[src/rtl/dmem_lmsm_ctrl.sv]
// rtl/dmem_lmsm_ctrl.sv - LM/SM sequencer and data-memory port arbiter
module dmem_lmsm_ctrl #(
   parameter int ADDR_W = 16,
   parameter int DATA_W = 16,
   parameter int MASK_W = 8,
   parameter int RIDX_W = 3
) (
   input  logic              clk,
   input  logic              reset_n,
   input  logic              start,
   input  logic              op_sm,
   input  logic [ADDR_W-1:0] base_addr,
   input  logic [MASK_W-1:0] reg_mask,
   output logic              busy,
   output logic              stall,
   output logic              done,
   input  logic [ADDR_W-1:0] pipe_addr,
   input  logic              pipe_w,
   input  logic [DATA_W-1:0] pipe_wdata,
   output logic [ADDR_W-1:0] mem_addr,
   output logic              mem_w,
   output logic [DATA_W-1:0] mem_wdata,
   input  logic [DATA_W-1:0] mem_rdata,
   output logic [RIDX_W-1:0] rf_raddr,
   input  logic [DATA_W-1:0] rf_rdata,
   output logic              rf_we,
   output logic [RIDX_W-1:0] rf_waddr,
   output logic [DATA_W-1:0] rf_wdata
);

   localparam logic [1:0] S_IDLE = 2'd0;
   localparam logic [1:0] S_XFER = 2'd1;
   localparam logic [1:0] S_DONE = 2'd2;

   logic [1:0]        r_state;
   logic [MASK_W-1:0] r_rem_mask;
   logic [ADDR_W-1:0] r_offset;
   logic [ADDR_W-1:0] r_base;
   logic              r_op;

   logic [RIDX_W-1:0] w_idx;
   logic [MASK_W-1:0] w_next_mask;
   logic [ADDR_W-1:0] w_xfer_addr;

   // Lowest set bit of the remaining mask wins; address wraps naturally
   always_comb begin
      w_idx = '0;
      for (int i = MASK_W - 1; i >= 0; i--) begin
         if (r_rem_mask[i]) begin
            w_idx = RIDX_W'(i);
         end
      end
      w_next_mask = r_rem_mask & ~(MASK_W'(1) << w_idx);
      w_xfer_addr = r_base + r_offset;
   end

   // Sequencer state and captured operands
   always_ff @(posedge clk or negedge reset_n) begin
      if (!reset_n) begin
         r_state    <= S_IDLE;
         r_rem_mask <= '0;
         r_offset   <= '0;
         r_base     <= '0;
         r_op       <= 1'b0;
      end else begin
         case (r_state)
            S_IDLE: begin
               if (start) begin
                  r_op       <= op_sm;
                  r_base     <= base_addr;
                  r_rem_mask <= reg_mask;
                  r_offset   <= '0;
                  r_state    <= (reg_mask != '0) ? S_XFER : S_DONE;
               end
            end
            S_XFER: begin
               r_rem_mask <= w_next_mask;
               r_offset   <= r_offset + ADDR_W'(1);
               if (w_next_mask == '0) begin
                  r_state <= S_DONE;
               end
            end
            S_DONE: begin
               r_state <= S_IDLE;
            end
            default: begin
               r_state <= S_IDLE;
            end
         endcase
      end
   end

   // Port muxing; reset_n gates the outputs so a held reset silences
   // the memory write strobe without waiting for a clock
   always_comb begin
      mem_addr  = pipe_addr;
      mem_w     = 1'b0;
      mem_wdata = '0;
      rf_raddr  = '0;
      rf_we     = 1'b0;
      rf_waddr  = '0;
      rf_wdata  = '0;
      busy      = 1'b0;
      done      = 1'b0;
      if (reset_n) begin
         case (r_state)
            S_IDLE: begin
               mem_w     = pipe_w;
               mem_wdata = pipe_wdata;
            end
            S_XFER: begin
               busy     = 1'b1;
               mem_addr = w_xfer_addr;
               if (r_op) begin
                  rf_raddr  = w_idx;
                  mem_w     = 1'b1;
                  mem_wdata = rf_rdata;
               end else begin
                  rf_we    = 1'b1;
                  rf_waddr = w_idx;
                  rf_wdata = mem_rdata;
               end
            end
            S_DONE: begin
               busy     = 1'b1;
               done     = 1'b1;
               mem_addr = w_xfer_addr;
            end
            default: begin
               busy = 1'b0;
            end
         endcase
      end
   end

   assign stall = busy;

endmodule

[config.mk]
export PLATFORM = sky130hd
export DESIGN_NAME = dmem_lmsm_ctrl
export DESIGN_NICKNAME = d
export VERILOG_FILES = /design/src/rtl/dmem_lmsm_ctrl.sv
export SDC_FILE = /design/constraint.sdc
export NUM_CORES = 1
export LEC_CHECK = 0
export ABC_CLOCK_PERIOD_IN_PS = 5220
export BUFFER_PORTS_ARGS = -buffer_cell sky130_fd_sc_hd__buf_2
export CAP_MARGIN = 20
export CORE_MARGIN = 8
export CORE_UTILIZATION = 35
export DETAILED_ROUTE_END_ITERATION = 16
export GPL_ROUTABILITY_DRIVEN = 0
export SLEW_MARGIN = 20
export SYNTH_ARGS = -nofsm -noshare
export SYNTH_HDL_FRONTEND = slang
export SYNTH_SLANG_ARGS = --single-unit
[constraint.sdc]
create_clock -name clk -period 5.22 [get_ports clk]
set_input_delay 0.522 -clock clk [delete_from_list [all_inputs] [get_ports clk]]
set_output_delay 0.522 -clock clk [all_outputs]
set_load 0.05 [all_outputs]
### Yosys cells after proc, flatten, opt, wreduce, memory -nomap -nowiden

Index checks and enable logic that the tools add are counted.

| cells by class | value |
|---|---|
| add/sub/neg operators | 2 |
| multiply operators | 0 |
| div/mod/pow operators | 0 |
| order comparisons | 0 |
| equality and inequality tests | 4 |
| shift-type cells | 1 |
| multiplexer cells | 40 |
| bitwise gates (word level) | 2 |
| reduce and logical (&&, ||, !) cells | 8 |

Operators by type and width:

| kind | count |
|---|---|
| $mux 16 | 8 |
| $pmux 16 s2 | 2 |
| $mux 3 | 14 |
| $add 16x1->16 const B | 1 |
| $add 16x16->16 | 1 |
| $pmux 8 s2 | 1 |
| $mux 1 | 9 |
| $and 8x8->8 | 1 |
| $logic_not 8->1 | 1 |
| $mux 8 | 1 |
| $not 8->8 | 1 |
| $reduce_bool 8->1 | 1 |
| $shl 1x3->8 const A | 1 |
| $mux 2 | 3 |
| $reduce_and 2->1 | 3 |
| $ne 2x2->1 const B | 2 |
| $pmux 2 s2 | 1 |
| $eq 2x1->1 const B | 1 |
| $eq 2x2->1 const B | 1 |
| $logic_not 2->1 | 1 |
| $pmux 1 s2 | 1 |
| $reduce_bool 2->1 | 1 |
| $reduce_or 2->1 | 1 |

| storage, ports and cells | value |
|---|---|
| register bits after elaboration | 43 |
| latch bits | 0 |
| RAM bits | 0 |
| ROM bits | 0 |
| input bits | 93 |
| logic and storage cells | 62 |
| memories | 0 |

### Logic depth before layout (Yosys ltp)

Gate-level depths: netlist of the first run.

| depth | value |
|---|---|
| depth in word-level cells | 14 |
| depth in mapped cells | 10 |

### Least setup slack after synthesis of the first run

OpenSTA, ideal clock, no wires.

| timing | value |
|---|---|
| path type | register -> output |
| start point | register r_offset[0] |
| end point | output mem_addr[10] |
| arrival | 2.874 ns |
| required time | 4.698 ns |
| setup slack | 1.824 ns |
| cell stages (with the launch flop) | 10 |
| path buffers | 0 |
| path through | dfrtp_1 > ha_1 > inv_1 > fa_1 > nand2b_1 > a21oi_1 > a211oi_2 > o21ai_0 > a211oi_1 > o31ai_1 |

| on the way | value |
|---|---|
| longest elaborated chain between the ends | 3 |

Ends and longest elaborated chain:

| element | RTL line | text |
|---|---|---|
| start, declared | 37 | `logic [ADDR_W-1:0] r_offset;` |
| start signal, assigned | 78 | `r_offset <= r_offset + ADDR_W'(1);` |
| $add 16x16->16 | 54 | `w_xfer_addr = r_base + r_offset;` |
| $mux 16 | 106 | `case (r_state)` |
| $mux 16 | 105 | `if (reset_n) begin` |
| end, declared | 20 | `output logic [ADDR_W-1:0] mem_addr,` |

Every way passes these cells.

### Worst setup path after layout of the first run

| timing | value |
|---|---|
| start point | register r_offset[0] |
| end point | output mem_addr[12] |

Same word-level chain as after synthesis.

==> summary.md, run 1 <==
| Metric | Value |
|---|---|
| Status | completed |
| Worst EP arrival | 2940 ps |
| Synth Register Bits | 43 |
| Slew of the pin with the lowest slew margin | 997 ps |
| Vias per Instance | 5.11 |
| RSZ-0062 raised after global routing | no |
| # IOs | 152 |
| R2r endpoint | r_rem_mask[3]$_DFFE_PN0P_ |
| Max Buffers Root-to-Sink | 2 |
| Largest net degree at the start of global routing | 49 |
| Final hold vios | 0 |
| Min-Delay Path Class | input port to async pin |
| Worst hold slack | 350 ps |
| Synth area leader | dfrtp_1 |
| Sequential area share after synthesis | 31.4% |
| CTS root buffer | clkbuf_8 |
| Synth async-reset ratio | 100% |
| Setup violators final | 0 |
| Post-route cell area | 4400 sq um |
| Clock Latency Late Sink | 300 ps |
| Number of buffers added on ports | 151 |
| First-pass GRT wire length | 17300 microns |
| Slew Limit Headroom | 33.3% |
| Max Transition Viols Final | 0 |
| Routed wire length | 10400 microns |
| Global route overflow | 0 |
| Top post-synthesis cells by count | nor2_1 (47), nand2_1 (46), dfrtp_1 (43), o21ai_0 (39) |
| Post-synth net total | 528 |
| Pre-antenna DRT Iters | 4 |
| Placed Instances | 683 |
| Layout Utilization | 45.6% |
| CP required | 4700 ps |
| Post-synthesis average cell area | 8.27 sq um |
| Vias in the first global route | 3727 |
| Synth Warn # | 0 |
| Top FF cell, synth | dfrtp_1 |
| Worst clock skew | 8.14 ps |
| Post-Layout Cell Count | 691 |
| Die area | 13200 sq um |
| Setup TNS | 0 ps |
| Worst setup EP type | primary output |
| Placed Area | 4280 sq um |
| Hold buffers post-CTS | 0 |
| DR vias | 3529 |
| Max IR drop VDD | 0.246 mV |
| Detailed Route Iter0 Violations | 179 |
| Number of cell rows | 36 |
| Routed wire length per instance | 15.0 microns |
| Dpl ws | 2080 ps |
| Area Overhead vs Synth | 28.2% |
| Inserted Clock Buffers | 5 |
| CTS sink count | 43 |
| R2R Setup Slk | 2380 ps |
| Routed Antenna Nets | 0 |
| Share of layout cells above drive strength 1 | 34.4% |
| Pwr Total | 2.37 mW |
| Final Cycle Share | 66.3% |
| Dpl hpwl | 8380 microns |
| Final WS setup | 1760 ps |
| PD cells | 538 nW/um^2 |
| Number of max-cap violations | 0 |
| Setup crit start kind | register |
| Gate Count Post-Synth | 415 |
| R2R cell count | 6 |
| Fmax achieved | 0.289 GHz |
| Setup CP Type | register to primary output |
| Top post-synthesis cells by area | dfrtp_1 (31%), ha_1 (6.9%), mux2_2 (6.6%) |
| Worst setup path end | mem_addr[12] |
| Number of synthesized flops with an enable pin | 0 |
| Most frequent cell after synthesis | nor2_1 |
| Fin nets | 670 |
| CTS tree | yes |
| Cell Area, Synth | 3430 sq um |
| Critical path peak fanout | 7 |
| Crit path from | r_offset[0]$_DFFE_PN0P_ |
| Number of inserted diodes | 0 |
| H-tree levels | 2 |
| Post-synth cell types | 56 |
| Die height | 115 microns |
| GRT Resource Usage Total | 16.0% |
| Die width | 115 microns |
| # resized after CTS | 0 |
| Clock slew at reported path FFs | 80 ps |
| Core ar. | 9640 sq um |
| Starting Density | 35.6% |
| Top cell type's share of synthesized area | 31.4% |
| Post-route DRC | 0 |
| Tmin final | 3460 ps |
| Post-CTS Setup Inserts | 0 |
| Worst reg2reg startpoint | r_state[1]$_DFFE_PN0P_ |
| Lkg Pwr | 2.26 nW |
| Initial antenna violation count | 0 |
-- worst min-delay path by stage --
| stage | end | slack, ps |
|---|---|---|
| after floorplan | r_base[0]$_DFFE_PN0P_ | 230 |
| after global placement | r_base[4]$_DFFE_PN0P_ | 490 |
| after detailed placement | r_base[5]$_DFFE_PN0P_ | 500 |
| after CTS | r_offset[4]$_DFFE_PN0P_ | 370 |
| after global routing | r_offset[12]$_DFFE_PN0P_ | 390 |
| final | r_base[11]$_DFFE_PN0P_ | 350 |
-- worst max-delay path, stage by stage, from the launching register on --
cell and delay (ps):
dfrtp_1 460, ha_1 260, inv_1 70, fa_1 200
nand2b_1 140, a21oi_1 90, a211oi_2 370, o31ai_2 200
or4_1 490, nand3_1 90, buf_2 260
-- kinds of logic after synthesis --
| group | count (synthesis) | synth area share, % |
|---|---|---|
| compound gates | 109 | 21.0 |
| xor+xnor | 26 | 6.64 |
| fa+ha+maj | 20 | 7.51 |
| buf+inv | 37 | 4.63 |
| flops | 43 | 31.4 |
| mux | 20 | 6.56 |
| simple gates | 160 | 22.3 |
-- layout by cell type (no fill, tap or decap), types with 3 or more instances in the layout --
cell type	synthesis	layout
nand2b_1	7	7
and2_1	19	19
xnor2_1	6	6
ha_1	19	19
nand3_1	12	12
a22oi_1	16	16
dfrtp_1	43	43
mux2_2	20	20
nand2_1	46	46
nand4_1	4	4
inv_1	19	19
nor3_1	3	3
xor2_1	20	20
a21oi_1	19	19
and3_1	6	6
clkbuf_8	1	6
buf_2	2	151
a21o_1	7	7
o21ai_0	39	39
a211oi_1	4	4
nor2_1	47	47
nor4_1	4	4
-- flip-flops by register name (all words and copies together) (netlist names) --
register,flops
r_op,1
r_state,2
r_rem_mask,8
r_base,16
r_offset,16
-- metal layers --
layer | routed length (microns) | part of all wire (%) | global-route usage (%)
met5 | 0 | 0 | 0
met4 | 186 | 1.8 | 5.52
met3 | 887 | 8.5 | 5.99
met2 | 4800 | 46 | 26.1
met1 | 4520 | 43 | 18.8
-- layout make-up --
type | count | area [sq um]
Clock buffer | 6 | 82.6
Clock inverter | 2 | 35.0
Fill cell | 1037 | 5240
Inverter | 19 | 71.3
Multi-Input combinational cell | 335 | 2200
Sequential cell | 43 | 1080
Tap cell | 133 | 166
Timing Repair Buffer | 153 | 771
-- power by group --
group | switching, mW | internal (mW)
registers | 0.106 | 0.445
clock network | 0.122 | 0.155
logic | 1.04 | 0.497
total | 1.27 | 1.10
Note: power is estimated with default switching activity, not from simulation.
==> run 2, diff against run 1 <==
--- a/config.mk
+++ b/config.mk
@@ -5,7 +5,7 @@
 export SDC_FILE = /design/constraint.sdc
 export NUM_CORES = 1
 export LEC_CHECK = 0
-export ABC_CLOCK_PERIOD_IN_PS = 5220
+export ABC_CLOCK_PERIOD_IN_PS = 3480
 export BUFFER_PORTS_ARGS = -buffer_cell sky130_fd_sc_hd__buf_2
 export CAP_MARGIN = 20
 export CORE_MARGIN = 8
==> constraint.sdc (replaced) <==
create_clock -name clk -period 3.48 [get_ports clk]
set_input_delay 0.348 -clock clk [delete_from_list [all_inputs] [get_ports clk]]
set_output_delay 0.348 -clock clk [all_outputs]
set_load 0.05 [all_outputs]
==> run 2 against run 1 <==
Global-route usage down 0.17 points. Die area unchanged. Cell area grew 0.17%. Sequential power up 50%. Worst setup slack got worse by 1500 ps. Hold slack got worse by 75 ps. Largest power group unchanged.
==> summary.md, run 2 (same netlist as run 1, synthesis figures left out) <==
| Metric | Value |
|---|---|
| Post-CTS Setup Inserts | 0 (unchanged) |
| Worst EP arrival | 2880 ps (-60 ps) |
| Clock Latency Late Sink | 300 ps (about the same) |
| Vias in the first global route | 3762 (+0.94%) |
| Slew of the pin with the lowest slew margin | 830 ps (-168 ps) |
| Routed Antenna Nets | 0 (unchanged) |
| Die height | 115 microns (unchanged) |
| Inserted Clock Buffers | 5 (unchanged) |
| Fmax achieved | 0.310 GHz |
| Largest net degree at the start of global routing | 33 (-33%) |
| RSZ-0062 raised after global routing | no |
| Setup CP Type | register to primary output |
| GRT Resource Usage Total | 15.8% (-0.17 points) |
| Core ar. | 9640 sq um (unchanged) |
| Final Cycle Share | 92.8% |
| H-tree levels | 2 (unchanged) |
| Vias per Instance | 5.10 (-0.12%) |
| Die area | 13200 sq um (unchanged) |
| Number of cell rows | 36 (unchanged) |
| Detailed Route Iter0 Violations | 137 (-23%) |
| Max Transition Viols Final | 0 (unchanged) |
| Clock slew at reported path FFs | 90 ps (about the same) |
| Flop pwr share | 23.6% (+0.3 points) |
| Pint | 1.57 mW (+43%) |
| CTS sink count | 43 (unchanged) |
| CP required | 3130 ps (-1570 ps) |
| Combinational power share | 66.7% (+1.7 points) |
| Initial antenna violation count | 0 (unchanged) |
| Placed Instances | 686 (+0.44%) |
| Max IR drop VDD | 0.430 mV (+75%) |
| Max Buffers Root-to-Sink | 2 (unchanged) |
| Dpl hpwl | 8480 microns (+1.3%) |
| Min-Delay Path Class | input port to register |
| Worst reg2reg startpoint | r_state[1]$_DFFE_PN0P_ |
| Clock share of power | 9.7% (-2.0 points) |
| Area Overhead vs Synth | 28.4% |
| CTS root buffer | clkbuf_8 |
| Pre-antenna DRT Iters | 4 (unchanged) |
| # resized after CTS | 0 (unchanged) |
| Routed wire length | 10300 microns (-0.59%) |
| Sw frac | 55.1% (+1.4 points) |
| Post-route cell area | 4410 sq um (+0.17%) |
| Crit path from | r_offset[0]$_DFFE_PN0P_ |
| R2R Setup Slk | 1360 ps (-1020 ps) |
| Routed wire length per instance | 14.9 microns (-1.2%) |
| Status | completed |
| Share of layout cells above drive strength 1 | 34.7% (+0.29 points) |
| Global route overflow | 0 (unchanged) |
| Worst clock skew | 6.02 ps (-2.12 ps) |
| Setup violators final | 0 (unchanged) |
| Lkg Pwr | 2.26 nW (about the same) |
| Final hold vios | 0 (unchanged) |
| NetSw | 1.92 mW (+51%) |
| PD cells | 791 nW/um^2 (+47%) |
| R2r endpoint | r_offset[15]$_DFFE_PN0P_ |
| Post-Layout Cell Count | 695 (+0.58%) |
| Post-route DRC | 0 (unchanged) |
| Die width | 115 microns (unchanged) |
| First-pass GRT wire length | 17300 microns (about the same) |
| Setup TNS | 0 ps (unchanged) |
| Worst setup EP type | primary output |
| Layout Utilization | 45.7% (+0.078 points) |
| Number of buffers added on ports | 151 (unchanged) |
| CTS tree | yes |
| Starting Density | 35.6% (unchanged) |
| Worst setup path end | mem_addr[12] |
| Most frequent cells in the layout | buf_2 (151), nor2_1 (47), nand2_1 (46) |
| Number of inserted diodes | 0 (unchanged) |
| Tmin final | 3230 ps |
| Placed Area | 4300 sq um (+0.53%) |
| # IOs | 152 (unchanged) |
| Critical path peak fanout | 7 (unchanged) |
| Most common cell after layout, fill and taps aside | buf_2 |
| R2R cell count | 9 (+3) |
| Slew Limit Headroom | 44.6% (+11 points) |
| Top Registers | r_base (16), r_offset (16), r_rem_mask (8) |
| Setup crit start kind | register |
| DR vias | 3545 (+0.45%) |
| Number of max-cap violations | 0 (unchanged) |
| Worst hold slack | 276 ps (-74.7 ps) |
| Fin nets | 674 (+0.60%) |
[run 2: cell types whose count changed in the layout (fill, tap and decap cells not counted)]
cell           change
clkinvlp_4         +2
inv_6              +1
bufinv_16          -1
dlygate4sd3_1      +1
clkinv_2           -1
clkbuf_8           -1
buf_4              +3
[run 2: timing repair]
action | in CTS | in global routing
setup endpoints to repair | 0 | 0
hold endpoints to repair | 11 | 0
hold buffers | 1 | 0
[run 2: power groups by stage]
stage | clock network, mW | logic, mW | registers (mW)
2_1_floorplan | 0 | 1.84 | 0.781
3_3_place_gp | 0 | 2.31 | 0.824
3_5_place_dp | 0 | 2.34 | 0.832
4_1_cts | 0.352 | 2.34 | 0.823
5_1_grt | 0.372 | 2.55 | 0.848
6_report | 0.340 | 2.32 | 0.823
[run 2: per-stage QoR]
| step | worst slack [ps] | total power, mW |
|---|---|---|
| after floorplan | 258 | 2.62 |
| after global placement | 628 | 3.13 |
| final | 251 | 3.49 |
| after global routing | 69.0 | 3.77 |
| after detailed placement | 579 | 3.17 |
| after CTS | 234 | 3.52 |
[run 2: worst min path at each step]
stage	startpoint	end	slack (ps)	depth (start not counted)
2_1_floorplan	reset_n	r_base[0]$_DFFE_PN0P_	50	0
3_3_place_gp	reset_n	r_state[1]$_DFFE_PN0P_	310	1
3_5_place_dp	reset_n	r_state[1]$_DFFE_PN0P_	320	1
4_1_cts	base_addr[11]	r_base[11]$_DFFE_PN0P_	270	2
5_1_grt	base_addr[8]	r_base[8]$_DFFE_PN0P_	260	2
6_report	base_addr[8]	r_base[8]$_DFFE_PN0P_	280	2
[run 2: metal layers]
layer / vias to the layer above / global-route usage [%] / routed length, microns
met1: 1654 / 18.6 / 4560
met3: 8 / 5.57 / 814
met4: 0 / 3.94 / 114
met5: - / 0 / 0
li1: 1754 / - / -
met2: 129 / 26.8 / 4840
[run 2: worst max-delay path: stages, from the launching register on]
cell	delay (ps)
dfrtp_1	470
ha_1	260
inv_1	70
fa_1	200
nand2b_1	140
a21oi_1	80
a211oi_2	350
o31ai_2	180
or4_1	480
nand3_1	90
buf_2	260
[run 2: cell type report]
| type | count | area (sq um) |
|---|---|---|
| Clock inverter | 3 | 23.8 |
| Clock buffer | 5 | 68.8 |
| Timing Repair Buffer | 157 | 803 |
| Multi-Input combinational cell | 335 | 2200 |
| Inverter | 19 | 71.3 |
| Sequential cell | 43 | 1080 |
| Tap cell | 133 | 166 |
| Fill cell | 1012 | 5230 |
